--- src/rtl/fetch_prefetch_unit_if.sv ---
// Bus bundle between the fetch/prefetch unit, instruction memory and decode.
// The unit uses the master modport; the memory/decode side uses the slave modport.
interface fetch_prefetch_unit_if;
    // Each channel transfers on a rising clock edge where its valid and ready are both high.
    // Valid never waits for ready, and the payload is held stable while valid is high.
    // The response channel has no ready: every rsp_valid_i cycle delivers one word, in request order.
    logic        req_valid_o;
    logic        req_ready_i;
    logic [31:0] req_addr_o;
    logic        rsp_valid_i;
    logic [31:0] rsp_data_i;
    logic        redirect_i;
    logic [31:0] redirect_addr_i;
    logic        inst_valid_o;
    logic        inst_ready_i;
    logic [31:0] inst_o;
    logic [31:0] pc_o;
    logic [31:0] pc_plus_o;

    modport master (
        output req_valid_o, req_addr_o, inst_valid_o, inst_o, pc_o, pc_plus_o,
        input  req_ready_i, rsp_valid_i, rsp_data_i, redirect_i, redirect_addr_i, inst_ready_i
    );

    modport slave (
        input  req_valid_o, req_addr_o, inst_valid_o, inst_o, pc_o, pc_plus_o,
        output req_ready_i, rsp_valid_i, rsp_data_i, redirect_i, redirect_addr_i, inst_ready_i
    );
endinterface

--- src/rtl/fetch_prefetch_unit.sv ---
// Sequential instruction prefetcher with a DEPTH-entry buffer, redirect flush and stale-response drop.
// Optional FETCH_PERF_EN adds issued/dropped/stall performance counters.
module fetch_prefetch_unit #(
    parameter int unsigned DEPTH      = 4,
    parameter logic [31:0] RESET_ADDR = 32'h0000_0000,
    parameter int unsigned CW         = $clog2(DEPTH + 1)
) (
    input  logic                  clk_i,
    input  logic                  rst_ni,
    fetch_prefetch_unit_if.master bus
`ifdef FETCH_PERF_EN
    ,
    output logic [31:0]           perf_issued_o,
    output logic [31:0]           perf_dropped_o,
    output logic [31:0]           perf_stall_o
`endif
);
    localparam int unsigned    PW      = $clog2(DEPTH);
    localparam logic [CW:0]    L_DEPTH = (CW + 1)'(DEPTH);

    logic [31:0]   r_fetch_pc;
    logic [31:0]   r_rsp_pc;
    logic [CW-1:0] r_occ;
    logic [CW-1:0] r_out;
    logic [CW-1:0] r_drop;
    logic [PW-1:0] r_wr_ptr;
    logic [PW-1:0] r_rd_ptr;
    logic [31:0]   r_mem_inst [DEPTH];
    logic [31:0]   r_mem_pc   [DEPTH];
    logic [31:0]   r_mem_pcp  [DEPTH];

    logic          w_redirect;
    logic [31:0]   w_redirect_pc;
    logic [CW:0]   w_credit;
    logic          w_req_valid;
    logic          w_issue;
    logic          w_inst_valid;
    logic          w_drop_rsp;
    logic          w_push;
    logic          w_pop;
    logic [CW-1:0] w_occ_nxt;
    logic [CW-1:0] w_out_nxt;
    logic [CW-1:0] w_drop_nxt;

    assign w_redirect    = bus.redirect_i;
    assign w_redirect_pc = bus.redirect_addr_i & 32'hFFFF_FFFC;

    // Buffered plus in-flight words never exceed DEPTH, so a push always finds a free slot.
    assign w_credit     = {1'b0, r_occ} + {1'b0, r_out};
    assign w_req_valid  = rst_ni && !w_redirect && (w_credit < L_DEPTH);
    assign w_issue      = w_req_valid && bus.req_ready_i;
    assign w_inst_valid = (r_occ != '0);
    assign w_drop_rsp   = bus.rsp_valid_i && (r_drop != '0);
    assign w_push       = bus.rsp_valid_i && (r_drop == '0) && !w_redirect;
    assign w_pop        = w_inst_valid && bus.inst_ready_i && !w_redirect;

    assign bus.req_valid_o  = w_req_valid;
    assign bus.req_addr_o   = r_fetch_pc;
    assign bus.inst_valid_o = w_inst_valid;
    assign bus.inst_o       = r_mem_inst[r_rd_ptr];
    assign bus.pc_o         = r_mem_pc[r_rd_ptr];
    assign bus.pc_plus_o    = r_mem_pcp[r_rd_ptr];

    always_comb begin
        w_occ_nxt  = r_occ;
        w_out_nxt  = r_out + CW'(w_issue) - CW'(bus.rsp_valid_i);
        w_drop_nxt = r_drop - CW'(w_drop_rsp);
        if (w_redirect) begin
            // Everything still in flight belongs to the old stream, minus what lands this cycle.
            w_occ_nxt  = '0;
            w_drop_nxt = r_out - CW'(bus.rsp_valid_i);
        end else begin
            w_occ_nxt  = r_occ + CW'(w_push) - CW'(w_pop);
        end
    end

    always_ff @(posedge clk_i or negedge rst_ni) begin
        if (!rst_ni) begin
            r_fetch_pc <= RESET_ADDR;
            r_rsp_pc   <= RESET_ADDR;
            r_occ      <= '0;
            r_out      <= '0;
            r_drop     <= '0;
            r_wr_ptr   <= '0;
            r_rd_ptr   <= '0;
            for (int i = 0; i < DEPTH; i++) begin
                r_mem_inst[i] <= '0;
                r_mem_pc[i]   <= '0;
                r_mem_pcp[i]  <= '0;
            end
        end else begin
            r_occ  <= w_occ_nxt;
            r_out  <= w_out_nxt;
            r_drop <= w_drop_nxt;
            if (w_redirect) begin
                r_fetch_pc <= w_redirect_pc;
                r_rsp_pc   <= w_redirect_pc;
                r_wr_ptr   <= '0;
                r_rd_ptr   <= '0;
            end else begin
                if (w_issue) begin
                    r_fetch_pc <= r_fetch_pc + 32'd4;
                end
                if (w_push) begin
                    r_mem_inst[r_wr_ptr] <= bus.rsp_data_i;
                    r_mem_pc[r_wr_ptr]   <= r_rsp_pc;
                    r_mem_pcp[r_wr_ptr]  <= r_rsp_pc + 32'd4;
                    r_rsp_pc             <= r_rsp_pc + 32'd4;
                    r_wr_ptr             <= r_wr_ptr + PW'(1);
                end
                if (w_pop) begin
                    r_rd_ptr <= r_rd_ptr + PW'(1);
                end
            end
        end
    end

`ifdef FETCH_PERF_EN
    logic [31:0] r_perf_issued;
    logic [31:0] r_perf_dropped;
    logic [31:0] r_perf_stall;
    logic        w_discard;

    // A response in the redirect cycle is discarded even when no drop was pending.
    assign w_discard = bus.rsp_valid_i && ((r_drop != '0) || w_redirect);

    always_ff @(posedge clk_i or negedge rst_ni) begin
        if (!rst_ni) begin
            r_perf_issued  <= '0;
            r_perf_dropped <= '0;
            r_perf_stall   <= '0;
        end else begin
            r_perf_issued  <= r_perf_issued + 32'(w_issue);
            r_perf_dropped <= r_perf_dropped + 32'(w_discard);
            r_perf_stall   <= r_perf_stall + 32'(!w_inst_valid && bus.inst_ready_i);
        end
    end

    assign perf_issued_o  = r_perf_issued;
    assign perf_dropped_o = r_perf_dropped;
    assign perf_stall_o   = r_perf_stall;
`endif

    always @(posedge clk_i) begin
        if (rst_ni) begin
            assert (w_credit <= L_DEPTH);
            assert (!(bus.rsp_valid_i && (r_out == '0)));
            assert (r_drop <= r_out);
        end
    end
endmodule

--- src/flat_wrapper.sv ---
// flat-port wrapper written by rule: the top's interface ports become plain ports
module fetch_prefetch_unit_flat 
#(
    parameter int unsigned DEPTH      = 4,
    parameter logic [31:0] RESET_ADDR = 32'h0000_0000,
    parameter int unsigned CW         = $clog2(DEPTH + 1)
)
  (clk_i, rst_ni, bus_req_valid_o, bus_req_addr_o, bus_inst_valid_o, bus_inst_o, bus_pc_o, bus_pc_plus_o, bus_req_ready_i, bus_rsp_valid_i, bus_rsp_data_i, bus_redirect_i, bus_redirect_addr_i, bus_inst_ready_i);
  fetch_prefetch_unit_if bus_i ();
  input  logic clk_i;
  input  logic rst_ni;
  output wire logic [$bits(bus_i.req_valid_o)-1:0] bus_req_valid_o;
  output wire logic [$bits(bus_i.req_addr_o)-1:0] bus_req_addr_o;
  output wire logic [$bits(bus_i.inst_valid_o)-1:0] bus_inst_valid_o;
  output wire logic [$bits(bus_i.inst_o)-1:0] bus_inst_o;
  output wire logic [$bits(bus_i.pc_o)-1:0] bus_pc_o;
  output wire logic [$bits(bus_i.pc_plus_o)-1:0] bus_pc_plus_o;
  input wire logic [$bits(bus_i.req_ready_i)-1:0] bus_req_ready_i;
  input wire logic [$bits(bus_i.rsp_valid_i)-1:0] bus_rsp_valid_i;
  input wire logic [$bits(bus_i.rsp_data_i)-1:0] bus_rsp_data_i;
  input wire logic [$bits(bus_i.redirect_i)-1:0] bus_redirect_i;
  input wire logic [$bits(bus_i.redirect_addr_i)-1:0] bus_redirect_addr_i;
  input wire logic [$bits(bus_i.inst_ready_i)-1:0] bus_inst_ready_i;
  assign bus_req_valid_o = bus_i.req_valid_o;
  assign bus_req_addr_o = bus_i.req_addr_o;
  assign bus_inst_valid_o = bus_i.inst_valid_o;
  assign bus_inst_o = bus_i.inst_o;
  assign bus_pc_o = bus_i.pc_o;
  assign bus_pc_plus_o = bus_i.pc_plus_o;
  assign bus_i.req_ready_i = bus_req_ready_i;
  assign bus_i.rsp_valid_i = bus_rsp_valid_i;
  assign bus_i.rsp_data_i = bus_rsp_data_i;
  assign bus_i.redirect_i = bus_redirect_i;
  assign bus_i.redirect_addr_i = bus_redirect_addr_i;
  assign bus_i.inst_ready_i = bus_inst_ready_i;
  fetch_prefetch_unit #(.DEPTH(DEPTH), .RESET_ADDR(RESET_ADDR), .CW(CW)) u_core (.clk_i(clk_i), .rst_ni(rst_ni), .bus(bus_i));
endmodule
--- config.mk ---
export PLATFORM = sky130hd
export DESIGN_NAME = fetch_prefetch_unit_flat
export DESIGN_NICKNAME = d
export VERILOG_FILES = /design/src/rtl/fetch_prefetch_unit_if.sv /design/src/rtl/fetch_prefetch_unit.sv /design/src/flat_wrapper.sv
export SDC_FILE = /design/constraint.sdc
export NUM_CORES = 1
export LEC_CHECK = 0
export CAP_MARGIN = 0
export CORE_MARGIN = 8
export CORE_UTILIZATION = 40
export CTS_BUF_LIST = sky130_fd_sc_hd__clkbuf_2 sky130_fd_sc_hd__clkbuf_4 sky130_fd_sc_hd__clkbuf_8
export DETAILED_ROUTE_END_ITERATION = 6
export DONT_BUFFER_PORTS = 1
export GPL_TIMING_DRIVEN = 0
export PLACE_DENSITY = 0.59
export SETUP_SLACK_MARGIN = 0.5
export SYNTH_ARGS = -nofsm -noshare
export SYNTH_HDL_FRONTEND = slang
export SYNTH_SLANG_ARGS = --single-unit
--- constraint.sdc ---
create_clock -name clk_i -period 4.2 [get_ports clk_i]
set_input_delay 0.63 -clock clk_i [delete_from_list [all_inputs] [get_ports clk_i]]
set_output_delay 0.63 -clock clk_i [all_outputs]
set_load 0.01 [all_outputs]
==> run summary <==
status: finished with violations
violated checks: hold timing
fin crit period: 3.494 ns
area delta synth->final: 12.34%
Final Util: 0.4511
CP most frequent cell: clkbuf_1
GR peak layer: met2
Total GRT Usage: 0.2085
CP max stage delay: 0.68 ns
Die Y: 242.3 um
Pre-Repair DR Iteration Count: 5
CP startpoint kind: flop
largest net degree at the start of global routing: 443
fillcell total: 4834
DP HPWL: 42690 um
met1 Resource Use GR: 0.2689
worst path bufs/invs: 2
Initial Util: 0.4016
Pleak: 10.84 nW
Max-slew headroom: 0.1711
placed instance area: 0.02135 sq mm
Final Hold Fails: 441
max_cap viols: 0
H-tree lvl count: 3
row count: 83
setup bufs post-CTS: 0
# diodes: 0
Clock Skew: 0.03010 ns
Peak VDD IR: 0.0002894 V
clock root buffer: clkbuf_8
post-detailed-routing wire length: 61660 um
Synth Instances: 1979
fin nets: 2153
Main synth FF type: dfrtp_1
r2r setup slk: 1.38 ns
power per cell area: 584.3 mW/mm^2
final setup TNS: 0 ns
CTS tree: built
drt first-iter violations: 1297
number of distinct library cells after synthesis: 56
Clock transition at path regs: 0.05 ns
layout cells sized above 1: 0.1699
met3 Use GR: 0.07055
WP data arrival: 2.86 ns
async set or reset register ratio after synthesis: 1.000
CTS Buf Count: 79
Worst Hold Slack: -0.3278 ns
gate family responsible for the most delay along the worst path: buffers and inverters
Worst Hold Class: in2async
chip width: 242.3 um
# setup viols final: 0
WL per Instance: 22.03 um
crit path capture type: primary output
FF-to-FF End: u_core.r_mem_pcp[121]
Final ANT Viol Nets: 0
RSZ-0062 raised after global routing: no
routability congestion estimate: 0.8887
CP max-delay cell: clkbuf_1
commonest non-fill, non-tap cells in the layout: 737 x nand2_1, 441 x dfrtp_1, 147 x o21ai_0
clock sinks: 441
Max Root-Sink Buffers: 3
vias in the first global route: 15533
EDFF count, synth: 0
Final Max Tran Viols: 0
crit path cell chain: clkbuf_1 -> clkbuf_1 -> mux4_2
worst reg2reg path depth: 6
period utilisation layout: 0.8318
Syn Std Cell Area: 0.02048 sq mm
flops & latches, synth: 441
most common cell after layout, fill and taps aside: nand2_1
sequential area share after synthesis: 0.5390
first-pass GRT wire length: 95410 um
Critical Path Fanout Max: 10
vias per cell: 5.443
worst reg2reg startpoint: u_core.r_rsp_pc[23]
required time of the critical path: 3.57 ns
drt drc: 0
total grt overflow: 0
Total Die Area: 0.05869 sq mm
Worst Tran Pin Value: 1.243 ns
final instance area: 0.02300 sq mm
Yosys warning count: 0
fmax: 286.2 MHz
# IOs: 200
port bufs: 0
initial antenna violation count: 0
Clk Latency, worst-skew pair: 0.68 ns
Setup Crit Path Kind: reg2out
DR vias: 15235
area of the core: 0.05099 sq mm
synthesized area per cell: 10.35 sq um
Global Route met2 Usage: 0.3251
==> Yosys cell counts (6+ instances only) <==
cell      number  area, sq um
inv_1         22        82.58
clkbuf_1      80        300.3
a21oi_1       11        55.05
nand3_1       41        205.2
and3_1         6        37.54
nand2_1      737         2766
xnor2_1       38        332.8
mux2_2        56        630.6
buf_1          7        26.28
o31a_1         6        52.55
mux2_1        17        191.4
nand4_1       21        131.4
buf_4         10        75.07
nand2b_1       6        37.54
ha_1          16        200.2
o21ai_0      147        735.7
nor4_1        11        68.82
buf_2         48        240.2
or3_1          6        37.54
xor2_1        37        324.1
nor3_1        12        60.06
and2_1         9        56.30
dfrtp_1      441        11040
nor2_1        38        142.6
mux4_2        92         2072
==> logic make-up after synthesis <==
group,share of synthesized area
AO/OA/AOI/OAI,0.05133
XOR/XNOR,0.03208
adder cells (fa/ha/maj),0.01173
buffers and inverters,0.03764
flip-flops,0.5390
multiplexers,0.1438
other,0.0001831
AND/OR/NAND/NOR,0.1843
==> area by class of cell <==
cell class	count	area, sq um	area share
well taps	680	850.8	0.03699
plain buffers	149	695.7	0.03024
clock buffers	126	1572	0.06832
clock inverters	9	70.07	0.003046
flip-flops and latches	441	11040	0.4798
multi-input cells	1370	8688	0.3777
inverters	24	90.09	0.003916
==> repair_timing <==
action                     4_1_cts  5_1_grt
hold endpoints to repair       441      441
setup endpoints to repair       68        0
resized for setup                4        0
==> sequential cells by signal (all words and copies together) (netlist names) <==
| name | count |
|---|---|
| u_core.r_wr_ptr | 2 |
| u_core.r_out | 3 |
| u_core.r_rd_ptr | 2 |
| u_core.r_drop | 3 |
| u_core.r_mem_inst | 128 |
| u_core.r_mem_pcp | 120 |
| u_core.r_rsp_pc | 30 |
| u_core.r_occ | 3 |
| u_core.bus.req_addr_o | 30 |
| u_core.r_mem_pc | 120 |
==> stage by stage <==
step                total power, mW  std cells  setup WS (ns)  hold slack [ns]
floorplan                     8.266       1984          1.553           0.3344
global placement              9.258       2664         0.9120           0.3459
CTS                           13.63       2799         0.6359          -0.3954
global route                  14.23       2799         0.5831          -0.3868
finish                        13.44       2799         0.7065          -0.3278
detailed placement            9.407       2664         0.8631           0.3454
==> worst reg2reg max path, delay by kind of cell, from the launching register on <==
kind | cells | cell delay (ns)
compound gates | 1 | 0.18
flops | 1 | 0.32
xor+xnor | 1 | 0.59
simple gates | 3 | 1.20
buf+inv | 1 | 0.39
==> worst max-delay path by stage <==
stage | startpoint | endpoint | depth (start not counted)
2_1_floorplan | bus_redirect_i | u_core.r_occ[2] | 11
3_3_place_gp | bus_redirect_i | u_core.r_occ[2] | 11
3_5_place_dp | bus_redirect_i | u_core.r_occ[2] | 11
4_1_cts | u_core.r_rd_ptr[1] | bus_pc_o[7] | 3
5_1_grt | u_core.r_rd_ptr[0] | bus_pc_o[7] | 4
6_report | u_core.r_rd_ptr[1] | bus_pc_o[7] | 3
==> layer usage <==
layer	wire length, um	vias up
met1	25080	7705
met5	0	-
met2	28830	608
li1	-	6796
met4	2062	0
met3	5697	126
==> power breakdown <==
group / switching [mW] / internal, mW
registers: 0.559 / 5.19
logic: 2.03 / 1.48
clock network: 1.82 / 2.37
total: 4.41 / 9.03
No activity file was read; power rests on OpenSTA's default activity.
